--- src/rtl/shader_instr_ring_pkg.sv ---
// Shared shader types: instruction width, instruction type and the NOP encoding
// used to fill the reset program.
package shader_pkg;
  localparam int INSTR_WIDTH = 8;
  typedef logic [INSTR_WIDTH-1:0] instr_t;
  localparam instr_t INSTR_NOP = 8'h00;
endpackage

--- src/rtl/shader_instr_ring_if.sv ---
// Handshake bundle between the SPI stage / execution unit and the instruction ring.
interface shader_instr_ring_if
  import shader_pkg::*;
#(
  parameter int NUM_INSTR = 8
);
  localparam int PC_W = $clog2(NUM_INSTR);

  instr_t            spi_instr_i;
  logic              spi_shift_i;
  logic              spi_load_i;
  logic              hold_i;
  logic              exec_shift_i;
  instr_t            instr_o;
  logic [PC_W-1:0]   pc_o;
  logic              last_o;
  logic              wrap_o;
  logic              prog_loaded_o;

  modport master (
    output spi_instr_i, spi_shift_i, spi_load_i, hold_i, exec_shift_i,
    input  instr_o, pc_o, last_o, wrap_o, prog_loaded_o
  );

  modport slave (
    input  spi_instr_i, spi_shift_i, spi_load_i, hold_i, exec_shift_i,
    output instr_o, pc_o, last_o, wrap_o, prog_loaded_o
  );
endinterface

--- src/rtl/shader_instr_ring.sv ---
// Shader program store as a circular shift register: head feeds execution, tail
// accepts SPI program bytes; pc and load counter track the logical position.
module shader_instr_ring
  import shader_pkg::*;
#(
  parameter int NUM_INSTR = 8,
  parameter logic [NUM_INSTR*INSTR_WIDTH-1:0] DEFAULT_PROGRAM = {NUM_INSTR{INSTR_NOP}}
) (
  input  logic               clk_i,
  input  logic               rst_ni,
  shader_instr_ring_if.slave ring
);
  localparam int PC_W = $clog2(NUM_INSTR);
  localparam logic [PC_W-1:0] PC_MAX = PC_W'(NUM_INSTR - 1);

  logic [NUM_INSTR-1:0][INSTR_WIDTH-1:0] ring_q;
  logic [PC_W-1:0] pc_q;
  logic [PC_W-1:0] load_cnt_q;
  logic            wrap_q;
  logic            prog_loaded_q;

  // SPI and exec shifting together still yield a single rotation.
  logic   shift;
  logic   load;
  instr_t tail_in;

  assign shift   = ring.spi_shift_i | (ring.exec_shift_i & ~ring.hold_i);
  assign load    = ring.spi_load_i & ring.spi_shift_i;
  assign tail_in = load ? ring.spi_instr_i : ring_q[0];

  always_ff @(posedge clk_i or negedge rst_ni) begin
    if (!rst_ni) begin
      ring_q        <= DEFAULT_PROGRAM;
      pc_q          <= '0;
      load_cnt_q    <= '0;
      wrap_q        <= 1'b0;
      prog_loaded_q <= 1'b0;
    end else begin
      wrap_q        <= 1'b0;
      prog_loaded_q <= 1'b0;
      if (shift) begin
        ring_q <= {tail_in, ring_q[NUM_INSTR-1:1]};
        pc_q   <= pc_q + 1'b1;
        wrap_q <= (pc_q == PC_MAX);
      end
      if (load) begin
        load_cnt_q    <= load_cnt_q + 1'b1;
        prog_loaded_q <= (load_cnt_q == PC_MAX);
      end
    end
  end

  assign ring.instr_o       = ring_q[0];
  assign ring.pc_o          = pc_q;
  assign ring.last_o        = (pc_q == PC_MAX);
  assign ring.wrap_o        = wrap_q;
  assign ring.prog_loaded_o = prog_loaded_q;
endmodule

--- src/flat_wrapper.sv ---
// flat-port wrapper written by rule: the top's interface ports become plain ports
module shader_instr_ring_flat import shader_pkg::*;
#(
  parameter int NUM_INSTR = 8,
  parameter logic [NUM_INSTR*INSTR_WIDTH-1:0] DEFAULT_PROGRAM = {NUM_INSTR{INSTR_NOP}}
)
  (clk_i, rst_ni, ring_spi_instr_i, ring_spi_shift_i, ring_spi_load_i, ring_hold_i, ring_exec_shift_i, ring_instr_o, ring_pc_o, ring_last_o, ring_wrap_o, ring_prog_loaded_o);
  shader_instr_ring_if #(.NUM_INSTR(NUM_INSTR)) ring_i ();
  input  logic clk_i;
  input  logic rst_ni;
  input wire logic [$bits(ring_i.spi_instr_i)-1:0] ring_spi_instr_i;
  input wire logic [$bits(ring_i.spi_shift_i)-1:0] ring_spi_shift_i;
  input wire logic [$bits(ring_i.spi_load_i)-1:0] ring_spi_load_i;
  input wire logic [$bits(ring_i.hold_i)-1:0] ring_hold_i;
  input wire logic [$bits(ring_i.exec_shift_i)-1:0] ring_exec_shift_i;
  output wire logic [$bits(ring_i.instr_o)-1:0] ring_instr_o;
  output wire logic [$bits(ring_i.pc_o)-1:0] ring_pc_o;
  output wire logic [$bits(ring_i.last_o)-1:0] ring_last_o;
  output wire logic [$bits(ring_i.wrap_o)-1:0] ring_wrap_o;
  output wire logic [$bits(ring_i.prog_loaded_o)-1:0] ring_prog_loaded_o;
  assign ring_i.spi_instr_i = ring_spi_instr_i;
  assign ring_i.spi_shift_i = ring_spi_shift_i;
  assign ring_i.spi_load_i = ring_spi_load_i;
  assign ring_i.hold_i = ring_hold_i;
  assign ring_i.exec_shift_i = ring_exec_shift_i;
  assign ring_instr_o = ring_i.instr_o;
  assign ring_pc_o = ring_i.pc_o;
  assign ring_last_o = ring_i.last_o;
  assign ring_wrap_o = ring_i.wrap_o;
  assign ring_prog_loaded_o = ring_i.prog_loaded_o;
  shader_instr_ring #(.NUM_INSTR(NUM_INSTR), .DEFAULT_PROGRAM(DEFAULT_PROGRAM)) u_core (.clk_i(clk_i), .rst_ni(rst_ni), .ring(ring_i));
endmodule
--- config.mk ---
export PLATFORM = sky130hd
export DESIGN_NAME = shader_instr_ring_flat
export DESIGN_NICKNAME = d
export VERILOG_FILES = /design/src/rtl/shader_instr_ring_pkg.sv /design/src/rtl/shader_instr_ring_if.sv /design/src/rtl/shader_instr_ring.sv /design/src/flat_wrapper.sv
export SDC_FILE = /design/constraint.sdc
export NUM_CORES = 1
export LEC_CHECK = 0
export CAP_MARGIN = 20
export CELL_PAD_IN_SITES_DETAIL_PLACEMENT = 2
export CELL_PAD_IN_SITES_GLOBAL_PLACEMENT = 2
export CORE_ASPECT_RATIO = 0.6
export CORE_UTILIZATION = 41
export DETAILED_ROUTE_END_ITERATION = 16
export HOLD_SLACK_MARGIN = 0.15
export PLACE_DENSITY_LB_ADDON = 0.1
export RECOVER_POWER = 25
export SLEW_MARGIN = 5
export SYNTH_ARGS = -nofsm -noshare
export SYNTH_HDL_FRONTEND = slang
export SYNTH_SLANG_ARGS = --single-unit
export TNS_END_PERCENT = 20
--- constraint.sdc ---
create_clock -name clk_i -period 1.7 [get_ports clk_i]
set_clock_uncertainty 0.05 [all_clocks]
set_input_delay 0.425 -clock clk_i [delete_from_list [all_inputs] [get_ports clk_i]]
set_output_delay 0.425 -clock clk_i [all_outputs]
set_load 0.05 [all_outputs]
==> results.md <==
- CP max stage delay: approximately 0.42 ns
- Origin of the worst setup path: u_core.ring.pc_o[0]
- Initial Utilization: between 40% and 50%
- Initial antenna violation count: 0
- Xor and xnor area share after synthesis: less than 1%
- Tcrit/Tclk final: 99.9%
- Slew headroom: slightly above 40%
- Fill cell count: 566
- Final HPWL DP: 3.39 mm
- Post-synthesis compound-gate area fraction: 0.305%
- Number of library cell types mapped by synthesis: 13
- Post-synthesis adder-cell area fraction: roughly 1.7%
- Longest Clk Path Bufs: 2
- Tightest Pin Transition: 0.891 ns
- Pre-antenna DRT Iters: 2
- Ranking of synthesized cells by area: dfrtp_1 (63%), mux2_2 (27%), buf_4 (2.9%)
- Leakage: 1.68 nW
- Sw Pwr: 2.24 mW
- Rows: 23
- GP Congestion: 0.623
- Worst hold path type: reg2reg
- Global-route wire length before repair: 8.92 mm
- Clock network power share: 25.8%
- Antenna viol nets, final: 0
- Final net count: 226
- Clk slew on worst S/H paths: 0.05 ns
- Cts bufs inserted: 9
- Worst r2r src: u_core.load_cnt_q[0]
- Share of total power in sequential cells: 41.3%
- DRT Wirelength: about 5.6 mm
- Chip Width: ~110 microns
- Post-synthesis mux area share: between 20% and 30%
- Critical Path AT: 1.22 ns
- Hold_sp: u_core.load_cnt_q[0]
- Max IR drop VDD: 1050 uV
- Final Hold Fails: 0
- Via density per instance: 4.89
- Slowest cell on crit path: dfrtp_2
- DRC Markers: 0
- Initial DRC count: 33
- Syn Nets: 193
- CTS tree: built
- Setup total negative slack: 0 ns
- Synth Area in Simple Gates: 0.567%
- Run status: complete, no violations
- Cell count after synthesis: about 180
- Die Y: between 60 and 70 microns
- Final setup fails: 0
- Min cycle time layout: around 1.7 ns
- Net Sw Frac: between 30% and 40%
- Top cell type by total area after synthesis: dfrtp_1
- Routed length per instance: 18.6 microns
- CTS H-Tree Depth: 3
- Kind of critical path: reg2out
- Gate power share: 33.0%
- Yosys warning count: 0
- Vias: roughly 1,500
- Layout area overhead: 29.6%
- Startpoint types: flip-flop
- Yosys reg bits: 72
- CP Data Required Time: 1.22 ns
- Worst-Skew Late Latency: 0.33 ns
- Post-Syn Area: roughly 2900 sq um
- Port bufs: 27
- Area share of the largest cell type after synthesis: 62.8%
- CP max FO: 2
- Share of layout cells above drive strength 1: a little over half
- CTS Sinks: 72
- Setup crit end kind: output pin
- CTS root buf: clkbuf_16
- Largest family of logic cells by synthesized area: multiplexers
- Largest net degree at the start of global routing: 73
- Max-cap violations: 0
- Final Max Slew Viols: 0
- Cell Pwr Density: 2000 nW/um^2
- Core Region: 6710 sq um
- Avg Cell Area, Syn: 16.4 sq um
- Vias in the first global route: 1,706
- # IOs: 28
- Fmax achieved: 589 MHz
- Sequential area share after synthesis: between 60% and 70%
- Ant diodes: 0
- Final hold slack: between 0.4 and 0.5 ns
- GR Overflow Total: 0
- Total Routing Usage GR: 17.7%
- Most frequent cell on the critical path: ha_4
- CP Cell Sequence: ha_4, ha_4, buf_12
- DIE AREA: 7340 sq um
- Tot Pwr: about 7.4 mW
- RSZ-0062 raised after global routing: true
- Internal power: 5.20 mW
==> worst paths after layout <==
check,end,slack [ns],cells past startpoint
min,u_core.load_cnt_q[0],0.44,1
max reg2reg,u_core.load_cnt_q[2],0.40,3
max in group asynchronous,u_core.ring.pc_o[0],0.19,3
min in group asynchronous,u_core.ring_q[62],0.79,3
max,ring_last_o,0.002,3
min reg2reg,u_core.load_cnt_q[0],0.44,1
==> metrics by stage <==
stage               cell area, sq um  worst slack [ns]  util, %  cells
floorplan                       2870            0.0183        -    175
global placement                3360            -0.246     50.1    279
detailed placement              3360            -0.308     50.1    279
CTS                             3710           -0.0174     55.4    297
global route                    3720           -0.0320     55.4    299
finish                          3720           0.00170     55.4    299
==> cell usage in the layout (no fill, tap or decap), types with 2 or more instances in the layout <==
cell type / n
clkbuf_1: 2
mux2_1: 7
ha_4: 2
ha_1: 2
buf_4: 8
dfrtp_1: 71
xnor2_1: 2
clkbuf_16: 9
clkdlybuf4s50_1: 11
mux2_2: 69
bufinv_16: 2
clkinv_2: 2
buf_12: 16
==> kinds of logic (layout without fill, tap and decap cells) <==
| family | Yosys count | in the layout |
|---|---|---|
| mux | 76 | 76 |
| flops | 72 | 72 |
| buf+inv | 17 | 54 |
| fa+ha+maj | 4 | 4 |
| simple gates | 3 | 3 |
| xor+xnor | 2 | 2 |
| compound gates | 1 | 1 |
==> layout make-up <==
class / instances / area [sq um] / area share (%)
flip-flops and latches: 72 / 1800 / 48.5
multi-input cells: 86 / 981 / 26.4
clock buffers: 11 / 233 / 6.26
clock inverters: 4 / 70.1 / 1.88
repair buffers: 38 / 518 / 13.9
well taps: 87 / 109 / 2.93
inverters: 1 / 3.75 / 0.101
==> cell usage after synthesis <==
cell type / number
and3_1: 1
a21oi_2: 1
buf_2: 4
xnor2_1: 2
buf_4: 11
nor2b_1: 1
nand2_1: 1
mux2_2: 69
ha_1: 4
buf_6: 1
mux2_1: 7
dfrtp_1: 72
inv_1: 1
==> registers in the layout, summed over array words and instances (netlist names) <==
signal                     cells
u_core.ring_q                 56
u_core.ring.pc_o               3
u_core.ring.instr_o            8
u_core.ring.prog_loaded_o      1
u_core.load_cnt_q              3
u_core.ring.wrap_o             1
==> power groups by stage <==
stage	sequential (mW)	clock, mW	combinational [mW]
3_5_place_dp	3.10	0	2.34
5_1_grt	3.19	2.04	2.63
2_1_floorplan	2.98	0	1.44
6_report	3.07	1.92	2.46
3_3_place_gp	3.00	0	2.21
4_1_cts	3.10	1.99	2.48
==> worst max-delay path, delay by kind of cell, from the launching register on <==
kind	cells	cell delay [ns]
flip-flops	1	0.42
buffers and inverters	1	0.14
adder cells (fa/ha/maj)	2	0.33
==> routing by layer <==
layer / GRT usage [%] / part of all wire [%] / wire (microns) / vias up
met5: 0 / 0 / 0 / -
met4: 5.50 / 1.2 / 68 / 0
met3: 8.02 / 4.4 / 243 / 6
met2: 31.8 / 54 / 3000 / 26
met1: 18.5 / 40 / 2250 / 767
li1: - / - / - / 664
==> repair_timing <==
action,in CTS,in global routing
pin swaps,1,1
setup endpoints to repair,1,29
gates resized for setup,4,1
buffers inserted,2,2
hold buffers,1,0
endpoints found under the hold margin,72,0
Power figures use the tool's default switching activity.
